### src/rtl/trace_filter_if.sv
// rtl/trace_filter_if.sv - retired-instruction input and forwarded-item output bundle
interface trace_filter_if #(
  parameter int XLEN = 64
);
  logic            in_valid;
  logic [XLEN-1:0] in_pc;
  logic [31:0]     in_instr;
  logic            out_valid;
  logic [XLEN-1:0] out_pc;
  logic [31:0]     out_instr;
  logic [2:0]      out_reason;

  modport master (
    output in_valid, in_pc, in_instr,
    input  out_valid, out_pc, out_instr, out_reason
  );

  modport slave (
    input  in_valid, in_pc, in_instr,
    output out_valid, out_pc, out_instr, out_reason
  );
endinterface

### src/rtl/trace_filter.sv
// rtl/trace_filter.sv - keeps only the retired instructions needed to rebuild control flow
module trace_filter #(
  parameter int XLEN = 64,
  parameter int RESYNC_TIMER_WIDTH = 8,
  parameter logic [RESYNC_TIMER_WIDTH-1:0] RESYNC_TIMER_RESET_VALUE = 8'd10
) (
  input  logic                 CLK,
  input  logic                 RST_N,
  input  logic                 enable,
  trace_filter_if.slave        tr,
  output logic [31:0]          dropped_count
);

  typedef enum logic [1:0] {IDLE, SYNC, RUN} state_t;

  state_t                        state, state_next;
  logic [RESYNC_TIMER_WIDTH-1:0] timer, timer_next;
  logic                          need_dest, need_dest_next;
  logic                          fwd, drop, cf, expired;
  logic [2:0]                    reason;

  function automatic logic is_cf(input logic [31:0] i);
    logic c32, cb, cj, cjr;
    c32 = (i[1:0] == 2'b11) &&
          ((i[6:0] == 7'b1100011) || (i[6:0] == 7'b1101111) || (i[6:0] == 7'b1100111));
    cb  = (i[1:0] == 2'b01) && (i[15:14] == 2'b11);
    cj  = (i[1:0] == 2'b01) && (i[15:13] == 3'b101);
    // rs1 must be nonzero and rs2 zero, which excludes c.mv/c.add/c.ebreak
    cjr = (i[1:0] == 2'b10) && (i[15:13] == 3'b100) && (i[11:7] != 5'd0) && (i[6:2] == 5'd0);
    return c32 | cb | cj | cjr;
  endfunction

  assign cf      = is_cf(tr.in_instr);
  assign expired = (timer == '0);

  always_ff @(posedge CLK) begin
    if (!RST_N) begin
      state         <= IDLE;
      timer         <= RESYNC_TIMER_RESET_VALUE;
      need_dest     <= 1'b0;
      tr.out_valid  <= 1'b0;
      tr.out_pc     <= '0;
      tr.out_instr  <= '0;
      tr.out_reason <= '0;
      dropped_count <= '0;
    end else begin
      state        <= state_next;
      timer        <= timer_next;
      need_dest    <= need_dest_next;
      tr.out_valid <= fwd;
      if (fwd) begin
        tr.out_pc     <= tr.in_pc;
        tr.out_instr  <= tr.in_instr;
        tr.out_reason <= reason;
      end
      if (drop && (dropped_count != 32'hFFFF_FFFF))
        dropped_count <= dropped_count + 32'd1;
    end
  end

  always_comb begin
    state_next = state;
    if (!enable) begin
      state_next = IDLE;
    end else begin
      case (state)
        IDLE:    state_next = SYNC;
        SYNC:    if (tr.in_valid) state_next = RUN;
        RUN:     state_next = RUN;
        default: state_next = IDLE;
      endcase
    end
  end

  always_comb begin
    fwd            = 1'b0;
    drop           = 1'b0;
    reason         = 3'b000;
    timer_next     = timer;
    need_dest_next = need_dest;
    if (!enable || (state == IDLE)) begin
      timer_next     = RESYNC_TIMER_RESET_VALUE;
      need_dest_next = 1'b0;
    end else if (tr.in_valid) begin
      if (state == SYNC) begin
        fwd            = 1'b1;
        reason         = {1'b1, 1'b0, cf};
        timer_next     = RESYNC_TIMER_RESET_VALUE;
        need_dest_next = cf;
      end else begin
        fwd            = cf | need_dest | expired;
        reason         = {expired, need_dest, cf};
        need_dest_next = cf;
        if (fwd) begin
          timer_next = RESYNC_TIMER_RESET_VALUE;
        end else begin
          timer_next = timer - 1'b1;
          drop       = 1'b1;
        end
      end
    end
  end

endmodule

### src/flat_wrapper.sv
// flat-port wrapper written by rule: the top's interface ports become plain ports
module trace_filter_flat 
#(
  parameter int XLEN = 64,
  parameter int RESYNC_TIMER_WIDTH = 8,
  parameter logic [RESYNC_TIMER_WIDTH-1:0] RESYNC_TIMER_RESET_VALUE = 8'd10
)
  (CLK, RST_N, enable, dropped_count, tr_in_valid, tr_in_pc, tr_in_instr, tr_out_valid, tr_out_pc, tr_out_instr, tr_out_reason);
  trace_filter_if #(.XLEN(XLEN)) tr_i ();
  input  logic CLK;
  input  logic RST_N;
  input  logic enable;
  output logic [31:0] dropped_count;
  input wire logic [$bits(tr_i.in_valid)-1:0] tr_in_valid;
  input wire logic [$bits(tr_i.in_pc)-1:0] tr_in_pc;
  input wire logic [$bits(tr_i.in_instr)-1:0] tr_in_instr;
  output wire logic [$bits(tr_i.out_valid)-1:0] tr_out_valid;
  output wire logic [$bits(tr_i.out_pc)-1:0] tr_out_pc;
  output wire logic [$bits(tr_i.out_instr)-1:0] tr_out_instr;
  output wire logic [$bits(tr_i.out_reason)-1:0] tr_out_reason;
  assign tr_i.in_valid = tr_in_valid;
  assign tr_i.in_pc = tr_in_pc;
  assign tr_i.in_instr = tr_in_instr;
  assign tr_out_valid = tr_i.out_valid;
  assign tr_out_pc = tr_i.out_pc;
  assign tr_out_instr = tr_i.out_instr;
  assign tr_out_reason = tr_i.out_reason;
  trace_filter #(.XLEN(XLEN), .RESYNC_TIMER_WIDTH(RESYNC_TIMER_WIDTH), .RESYNC_TIMER_RESET_VALUE(RESYNC_TIMER_RESET_VALUE)) u_core (.CLK(CLK), .RST_N(RST_N), .enable(enable), .tr(tr_i), .dropped_count(dropped_count));
endmodule
### config.mk
export PLATFORM = sky130hd
export DESIGN_NAME = trace_filter_flat
export DESIGN_NICKNAME = d
export VERILOG_FILES = /design/src/rtl/trace_filter_if.sv /design/src/rtl/trace_filter.sv /design/src/flat_wrapper.sv
export SDC_FILE = /design/constraint.sdc
export NUM_CORES = 1
export LEC_CHECK = 0
export ABC_CLOCK_PERIOD_IN_PS = 3100
export CORE_ASPECT_RATIO = 0.8
export CORE_UTILIZATION = 63
export CTS_CLUSTER_DIAMETER = 80
export DETAILED_ROUTE_END_ITERATION = 12
export DONT_BUFFER_PORTS = 1
export GPL_TIMING_DRIVEN = 0
export PLACE_DENSITY = 0.79
export REMOVE_ABC_BUFFERS = 1
export SLEW_MARGIN = 20
export SYNTH_ARGS = -nofsm -noshare
export SYNTH_HDL_FRONTEND = slang
export SYNTH_SLANG_ARGS = --single-unit
### constraint.sdc
create_clock -name CLK -period 3.1 [get_ports CLK]
set_clock_uncertainty 0.05 [all_clocks]
set_input_delay 0.31 -clock CLK [delete_from_list [all_inputs] [get_ports CLK]]
set_output_delay 0.31 -clock CLK [all_outputs]
set_load 0.005 [all_outputs]
* Word level (Yosys, flattened, before mapping)
Cells that the tools add are included.
** Word-level totals
- Bits of input ports :: 100
- Output and inout bits :: 132
- Word-level logic and storage cells :: 60
- Bits in registers :: 143
** Cells by class
- Equal/unequal tests :: 13
- Reductions and logical operators :: 17
- Multiplexer cells :: 14
- Bitwise operators :: 6
- $add $sub $neg :: 2
** Operators by type and width (number)
- adder 32 x 1 -> 32 bit, second input constant :: 1
- inequality test 32 bit, second input constant :: 1
- equality test 7 bit, second input constant :: 3
- 2-to-1 mux 8 bit :: 2
- 2-to-1 mux 3 bit :: 3
- equality test 2 bit, second input constant :: 4
- logical NOT 8 bit :: 1
- subtractor 8 x 1 -> 8 bit, second input constant :: 1
- logical AND 1 bit :: 7
- 2-to-1 mux 1 bit :: 7
- equality test 3 bit, second input constant :: 2
- one-hot mux 2 bit (3 select lines) :: 1
- logical NOT 5 bit :: 1
- bitwise OR 1 bit :: 5
- nonzero test 5 bit :: 1
- equality test 2 x 1 -> 1 bit, second input constant :: 2
- logical OR 1 bit :: 3
- logical NOT 2 bit :: 1
- 2-to-1 mux 2 bit :: 1
- inequality test 2 bit, second input constant :: 1
- AND reduction 2 bit :: 1
- OR reduction 2 bit :: 1
- logical NOT 1 bit :: 1
- inverter 1 bit :: 1

* Logic depth before layout (Yosys ltp)
Gate-level depths: netlist of run 1.
- Word-level depth :: 14
- Gate-level depth with buffers :: 10
- Gate-level depth less buffers :: 8

* Worst setup path before layout of run 1
No wires, ideal clock.
- Path type :: reg2reg
- Start :: reg u_core.timer[0]
- End :: reg u_core.tr.out_pc[12]
- Arrival time :: 2.153 ns
- Data required time :: 2.980 ns
- Setup time :: 0.070 ns
- Slack :: 0.827 ns
- Stages on the path, launching flop included :: 11
- Buffers on the path :: 2
- Period minus slack after synthesis :: 2.273 ns
- Path through :: dfxtp_1 -> inv_1 -> ha_1 -> nor3b_1 -> a211oi_2 -> nand3_1 -> o21ai_1 -> buf_2 -> buf_2 -> nand2_1 -> a21oi_1
** On the way
- Word-level cells in the longest chain between the ends :: 5
** RTL lines
- start: declaration :: line trace_filter.sv:17 : logic [RESYNC_TIMER_WIDTH-1:0] timer, timer_next;
- start signal: assignment :: line trace_filter.sv:48 : timer <= timer_next;
- logical NOT 8 bit :: line trace_filter.sv:34 : assign expired = (timer == '0);
- bitwise OR 1 bit :: line trace_filter.sv:91 : fwd = cf | need_dest | expired;
- 2-to-1 mux 1 bit :: line trace_filter.sv:85 : if (state == SYNC) begin
- 2-to-1 mux 1 bit :: line trace_filter.sv:84 : end else if (tr.in_valid) begin
- 2-to-1 mux 1 bit :: line trace_filter.sv:81 : if (!enable || (state == IDLE)) begin
- end signal: assignment :: line trace_filter.sv:52 : tr.out_pc <= tr.in_pc;
- end: declaration :: line trace_filter_if.sv:20 : output out_valid, out_pc, out_instr, out_reason
Every way passes these cells.
A chain may end at the register's enable or synchronous reset.

* Final worst setup path of run 1
- Start :: reg u_core.timer[3]
- End :: reg u_core.tr.out_pc[47]
The elaborated chain is that of the path after synthesis.

==> results.toml, run 1 <==
[status]
status = "complete, no violations"

[worst_setup_path]
crit_path_frequent_cell = "buf_16"
worstSetupPathType = "reg -> reg"
critical_path.slowest_cell = "a21oi_4"
max_stage_delay_ns = 0.63
startpoint_type = "flip-flop"
critical_path.max_fanout = 25
worstPathRequired_ns = 3.36
path_buf_inv = 2
critPathCaptureType = "flip-flop"
crit_chain = "nor4_1, a211oi_2, and3_1, a21oi_4, buf_16, buf_16, nand2_1, a21oi_1"
cp_top_family = "compound AO/OA/AOI/OAI gates"
crit_arrival_ns = 3.13

[logic_synthesis]
synth_seq_area_share_pct = 50.1
postSynthAreaPerCell_um2 = 8.07
synth_area_leaders = "dfxtp_1, nand2_1, a21oi_1, clkbuf_1, mux2i_1"
async_reset_ff_share_pct = 0
synth_edf_count = 0
synth_cells = 708
synth_top_area_share_pct = 50.1
syn-cell-area_um2 = 5710
synth_top_area_cell = "dfxtp_1"
synth-seq-cells = 143
yosysWarnings = 0
synth.most_common_cell = "nand2_1"
yosys-top-cells-count = "nand2_1, dfxtp_1, a21oi_1, clkbuf_1, nor2_1"
synthDistinctLibCells = 50
synth_ff_type = "dfxtp_1"

[place]
hpwlAfterDp_um = 10100
gp_congestion = 0.806
pre_cts_slack_ns = 0.243
port_buffers = 0

[global_routing]
antenna_found_initial = 0
gr-total-overflow = 0
track_usage_pct = 38.2
grt_pass1_wl_um = 27300
grt_pass1_vias = 5529
grt_max_degree = 71

[clock_network]
cts_setup_buffers = 0
cts.root.buffer_cell = "clkbuf_16"
cts_tree = "done"
cts.path.max_buffers = 2
clk_latency_ns = 0.41
path_clk_slew_ns = 0.06
cts_made_buffers = 17
cts.sinks = 143
htree_levels = 4

[cells_and_area]
syn_to_final_growth_pct = 29.8
layout-drive-gt1-share_pct = 6.70
final-seq-area_um2 = 2860
insertedDiodeCount = 0
n_fill_cell = 438
multi_input_area_um2 = 2660
utilization_pct = 85.9
final_nets = 883

[sta]
slew_headroom_pct = 46.1
post-route-period-util_pct = 92.6
holdWs_ns = 0.00516
hold_viol = 0
worstMarginPinSlew_ns = 0.809
setup_tns_ns = 0
slew_viol_final = 0
min_period_ns = 2.87
max_freq_mhz = 348
rsz0062_at_grt = "no"
setup_viol = 0
setup_ws_ns = 0.230

[routing]
route.detailed.drc = 0
routedWlPerCell_um = 20.0
wl_met3_um = 1880
vias_per_cell = 6.25
drt-pass1-iter-count = 5
ant_nets = 0
highest_layer = "met4"
wirelength_um = 18100
initialDrtViolationCount = 536
dr_wl_met2_um = 9010
wl_met1_um = 6460
num_vias = 5640

[pwr]
pwr-share-seq_pct = 43.0
leakagePower_nw = 2.53
comb_power_share_pct = 5.0
clkPwrFrac_pct = 52.0
ir_drop_v = 0.000593
total_power_w = 0.00435
p_sw_share_pct = 21.3
power.density_nw_per_um2 = 586
p_int_w = 0.00342
power.switching_w = 0.000928

[worst_hold_path]
min_path_type = "in -> reg"

[floorplan]
rows = 30
die_area_um2 = 9450
io_pins = 232
coreArea_um2 = 8630
die_w_um = 108
die_h_um = 87.2
start_util_pct = 66.2

[job]
maxCapViolCount = 0
[cell usage in the layout (no fill, tap or decap), drive strengths merged, types with 3 or more instances in the layout]
| cell type | n |
|---|---|
| xor2 | 3 |
| nor4 | 9 |
| nor2 | 18 |
| clkinv | 5 |
| bufinv | 5 |
| a211oi | 3 |
| mux2i | 11 |
| nand2b | 11 |
| inv | 12 |
| and3 | 4 |
| nand4 | 11 |
| nand3 | 16 |
| clkbuf | 19 |
| and2 | 4 |
| nor3 | 4 |
| o21ai | 13 |
| xnor2 | 6 |
| o31ai | 8 |
| or3 | 13 |
| or4 | 13 |
| or2 | 4 |
| dlygate4sd3 | 86 |
| dfxtp | 143 |
| buf | 7 |
| ha | 5 |
| nor4b | 3 |
| a21oi | 120 |
| nand2 | 220 |
[sequential cells by signal, indices dropped and copies added (netlist names)]
| register | cells |
|---|---|
| u_core.tr.out_reason | 3 |
| u_core.tr.out_valid | 1 |
| u_core.need_dest | 1 |
| u_core.tr.out_pc | 64 |
| u_core.state | 2 |
| u_core.timer | 8 |
| u_core.dropped_count | 32 |
| u_core.tr.out_instr | 32 |
[through the flow]
| step | instances | area (um^2) |
|---|---|---|
| global placement | 778 | 5670 |
| floorplan | 666 | 5530 |
| detailed placement | 785 | 5890 |
| finish | 903 | 7410 |
| global route | 903 | 7410 |
| CTS | 902 | 7390 |
[worst reg2reg max path: cells and delay by family, from the launching register on]
| family | cells | cell delay (ns) |
|---|---|---|
| AOI/OAI and AO/OA | 3 | 1.04 |
| and+or+nand+nor | 3 | 0.90 |
| DFF | 1 | 0.35 |
| buffers and inverters | 2 | 0.43 |
[kinds of logic after synthesis]
| family | after synthesis | synth area share [%] |
|---|---|---|
| adders and majority gates | 5 | 1.10 |
| AOI/OAI and AO/OA | 149 | 13.9 |
| buffers and inverters | 53 | 3.83 |
| and+or+nand+nor | 338 | 27.7 |
| muxes | 11 | 1.93 |
| xor gates and xnor gates | 9 | 1.38 |
| DFF | 143 | 50.1 |
[power by group through the flow]
stage	clock, W	combinational, W	sequential, W
2_1_floorplan	0	0.0000771	0.00190
3_3_place_gp	0	0.0000968	0.00191
3_5_place_dp	0	0.000115	0.00191
4_1_cts	0.00225	0.000207	0.00187
5_1_grt	0.00235	0.000232	0.00187
6_report	0.00226	0.000217	0.00187
[timing repair]
| action | 4_1_cts | 5_1_grt |
|---|---|---|
| setup endpoints to repair | 0 | 1 |
| endpoints found under the hold margin | 94 | 1 |
| hold buffers | 85 | 1 |
| gates resized for setup | 0 | 1 |
[final cells by class]
type | count | share of cell area, %
clock inverters | 13 | 2.84
inverters | 11 | 0.625
flip-flops and latches | 143 | 38.6
repair buffers | 93 | 14.2
clock buffers | 19 | 5.98
well taps | 112 | 1.89
multi-input cells | 512 | 35.8
[routing by layer]
layer  GRT usage, %  vias to the layer above
li1               -                     2549
met1           41.2                     2651
met2           65.0                      363
met3           13.9                       77
met4           21.5                        0
met5              0                        -
[path summary, 6_finish.rpt]
| path | start | slack, ns | cells past startpoint | end |
|---|---|---|---|---|
| max | u_core.timer[3]$_SDFFE_PP1P_ | 0.23 | 8 | u_core.tr.out_pc[47]$_SDFFE_PN0P_ |
| min | RST_N | 0.005 | 2 | u_core.dropped_count[26]$_SDFFE_PN0P_ |
| max reg2reg | u_core.timer[3]$_SDFFE_PP1P_ | 0.23 | 8 | u_core.tr.out_pc[47]$_SDFFE_PN0P_ |
| min reg2reg | u_core.tr.out_instr[13]$_SDFFE_PN0P_ | 0.42 | 2 | u_core.tr.out_instr[13]$_SDFFE_PN0P_ |
(Power assumes the default switching activity.)
==> run 2, diff against run 1 <==
Settings changed: CORE_MARGIN from default to 5.
==> results.toml, run 2 (synthesized netlist as in run 1, its figures left out) <==
[floorplan]
start_util_pct = 63.7
rows = 31
die_area_um2 = 11100
die_h_um = 95.2
coreArea_um2 = 8960
die_w_um = 116
io_pins = 232

[clock_network]
cts_setup_buffers = 0
clk_latency_ns = 0.42
htree_levels = 4
cts_tree = "done"
cts.sinks = 143
cts_made_buffers = 17
path_clk_slew_ns = 0.06
cts.path.max_buffers = 2
cts.root.buffer_cell = "clkbuf_16"

[job]
maxCapViolCount = 0

[routing]
route.detailed.drc = 0
drt-pass1-iter-count = 5
num_vias = 5628
wirelength_um = 19300
ant_nets = 0
vias_per_cell = 6.17
routedWlPerCell_um = 21.1
initialDrtViolationCount = 476

[worst_hold_path]
min_path_type = "in -> reg"
hp-start = "tr_in_pc[41]"

[cells_and_area]
largest_register_ffs = 64
layout_commonest_cell = "nand2_1"
final_nets = 886
top_regs = "u_core.tr.out_pc (64), u_core.dropped_count (32), u_core.tr.out_instr (32)"
multi_input_area_um2 = 2660
final-seq-area_um2 = 2860
layout_common_cells = "nand2_1, dfxtp_1, a21oi_1, dlygate4sd3_1, nor2_1"
syn_to_final_growth_pct = 29.9
top_register = "u_core.tr.out_pc"
n_fill_cell = 506
layout-drive-gt1-share_pct = 6.55
instances_no_fill = 912

[sta]
setup_ws_ns = 0.262
slew_headroom_pct = 43.4
rsz0062_at_grt = "no"
slew_viol_final = 0
setup_viol = 0
holdWs_ns = -0.00159
min_period_ns = 2.84
hold_viol = 2
post-route-period-util_pct = 91.5
max_freq_mhz = 352
worstMarginPinSlew_ns = 0.849

[worst_setup_path]
crit_chain = "inv_1, ha_1, nor3b_1, a211oi_2, nand3_1, o21ai_4, buf_16, buf_16, nand2_1, a21oi_1"
max_stage_delay_ns = 0.54
critical_path.slowest_cell = "o21ai_4"
cp_top_family = "compound AO/OA/AOI/OAI gates"
crit_arrival_ns = 3.11
reg2reg_from = "u_core.timer[0]$_SDFFE_PP0P_"
critPathCaptureType = "flip-flop"
path_buf_inv = 3
critical_path.max_fanout = 26
startpoint_type = "flip-flop"
crit_path_frequent_cell = "buf_16"
worstSetupPathType = "reg -> reg"
worstPathRequired_ns = 3.38
crit_start = "u_core.timer[0]$_SDFFE_PP0P_"

[place]
port_buffers = 0
hpwlAfterDp_um = 11000
place_inst = 788
pre_cts_slack_ns = 0.229
gp_congestion = 0.792

[global_routing]
grt_pass1_wl_um = 28000
gr-total-overflow = 0
grt_pass1_vias = 5574
track_usage_pct = 32.7
grt_max_degree = 79
antenna_found_initial = 1

[pwr]
ir_drop_v = 0.000450
power.density_nw_per_um2 = 569
leakagePower_nw = 2.54

[status]
violations = "negative hold slack"
status = "complete, but fails checks"
## run 2: metrics by stage
stage | hold slack (ns) | total power [W] | setup TNS, ns | instance area, um^2 | util (%)
floorplan | 0.354 | 0.00198 | -176.08 | 5530 | -
global placement | 0.358 | 0.00201 | -342.53 | 5680 | 63.4
detailed placement | 0.362 | 0.00202 | 0 | 5890 | 65.8
CTS | 0.00112 | 0.00420 | 0 | 7370 | 82.3
global route | 0.000913 | 0.00432 | 0 | 7410 | 82.7
finish | -0.00159 | 0.00422 | 0 | 7420 | 82.8
## run 2: metal layers
metal	wire length, um	part of all wire (%)	GRT usage (%)
met5	0	0	0
met4	821	4.3	16.3
met3	2090	11	12.4
met2	9490	49	56.0
met1	6870	36	35.6
## run 2: path summary, 6_finish.rpt
path | endpoint | slack (ns) | cells after the start
worst min-delay path | u_core.tr.out_pc[41]$_SDFFE_PN0P_ | -0.002 | 2
worst max register to register | u_core.tr.out_pc[37]$_SDFFE_PN0P_ | 0.26 | 10
worst min register to register | u_core.tr.out_instr[25]$_SDFFE_PN0P_ | 0.43 | 2
worst max-delay path | u_core.tr.out_pc[37]$_SDFFE_PN0P_ | 0.26 | 10
## run 2: final cells by class
class | instances | area share (%)
clock inverter | 9 | 1.75
sequential | 143 | 38.6
clock buffer | 23 | 6.58
inverter | 11 | 0.624
timing repair buffer | 96 | 14.6
multi-input combinational | 512 | 35.8
antenna | 3 | 0.101
tap | 115 | 1.94
## run 2: timing repair
action | CTS | global route
hold buffers | 86 | 3
hold endpoints to repair | 90 | 3
gates resized for setup | 0 | 1
setup endpoints to repair | 0 | 7
## run 2: report_power, final
| group | switching, W | internal, W | total [W] |
|---|---|---|---|
| Combinational | 0.000108 | 0.000113 | 0.000221 |
| Sequential | 0.0000159 | 0.00185 | 0.00187 |
| Clock | 0.000777 | 0.00135 | 0.00213 |
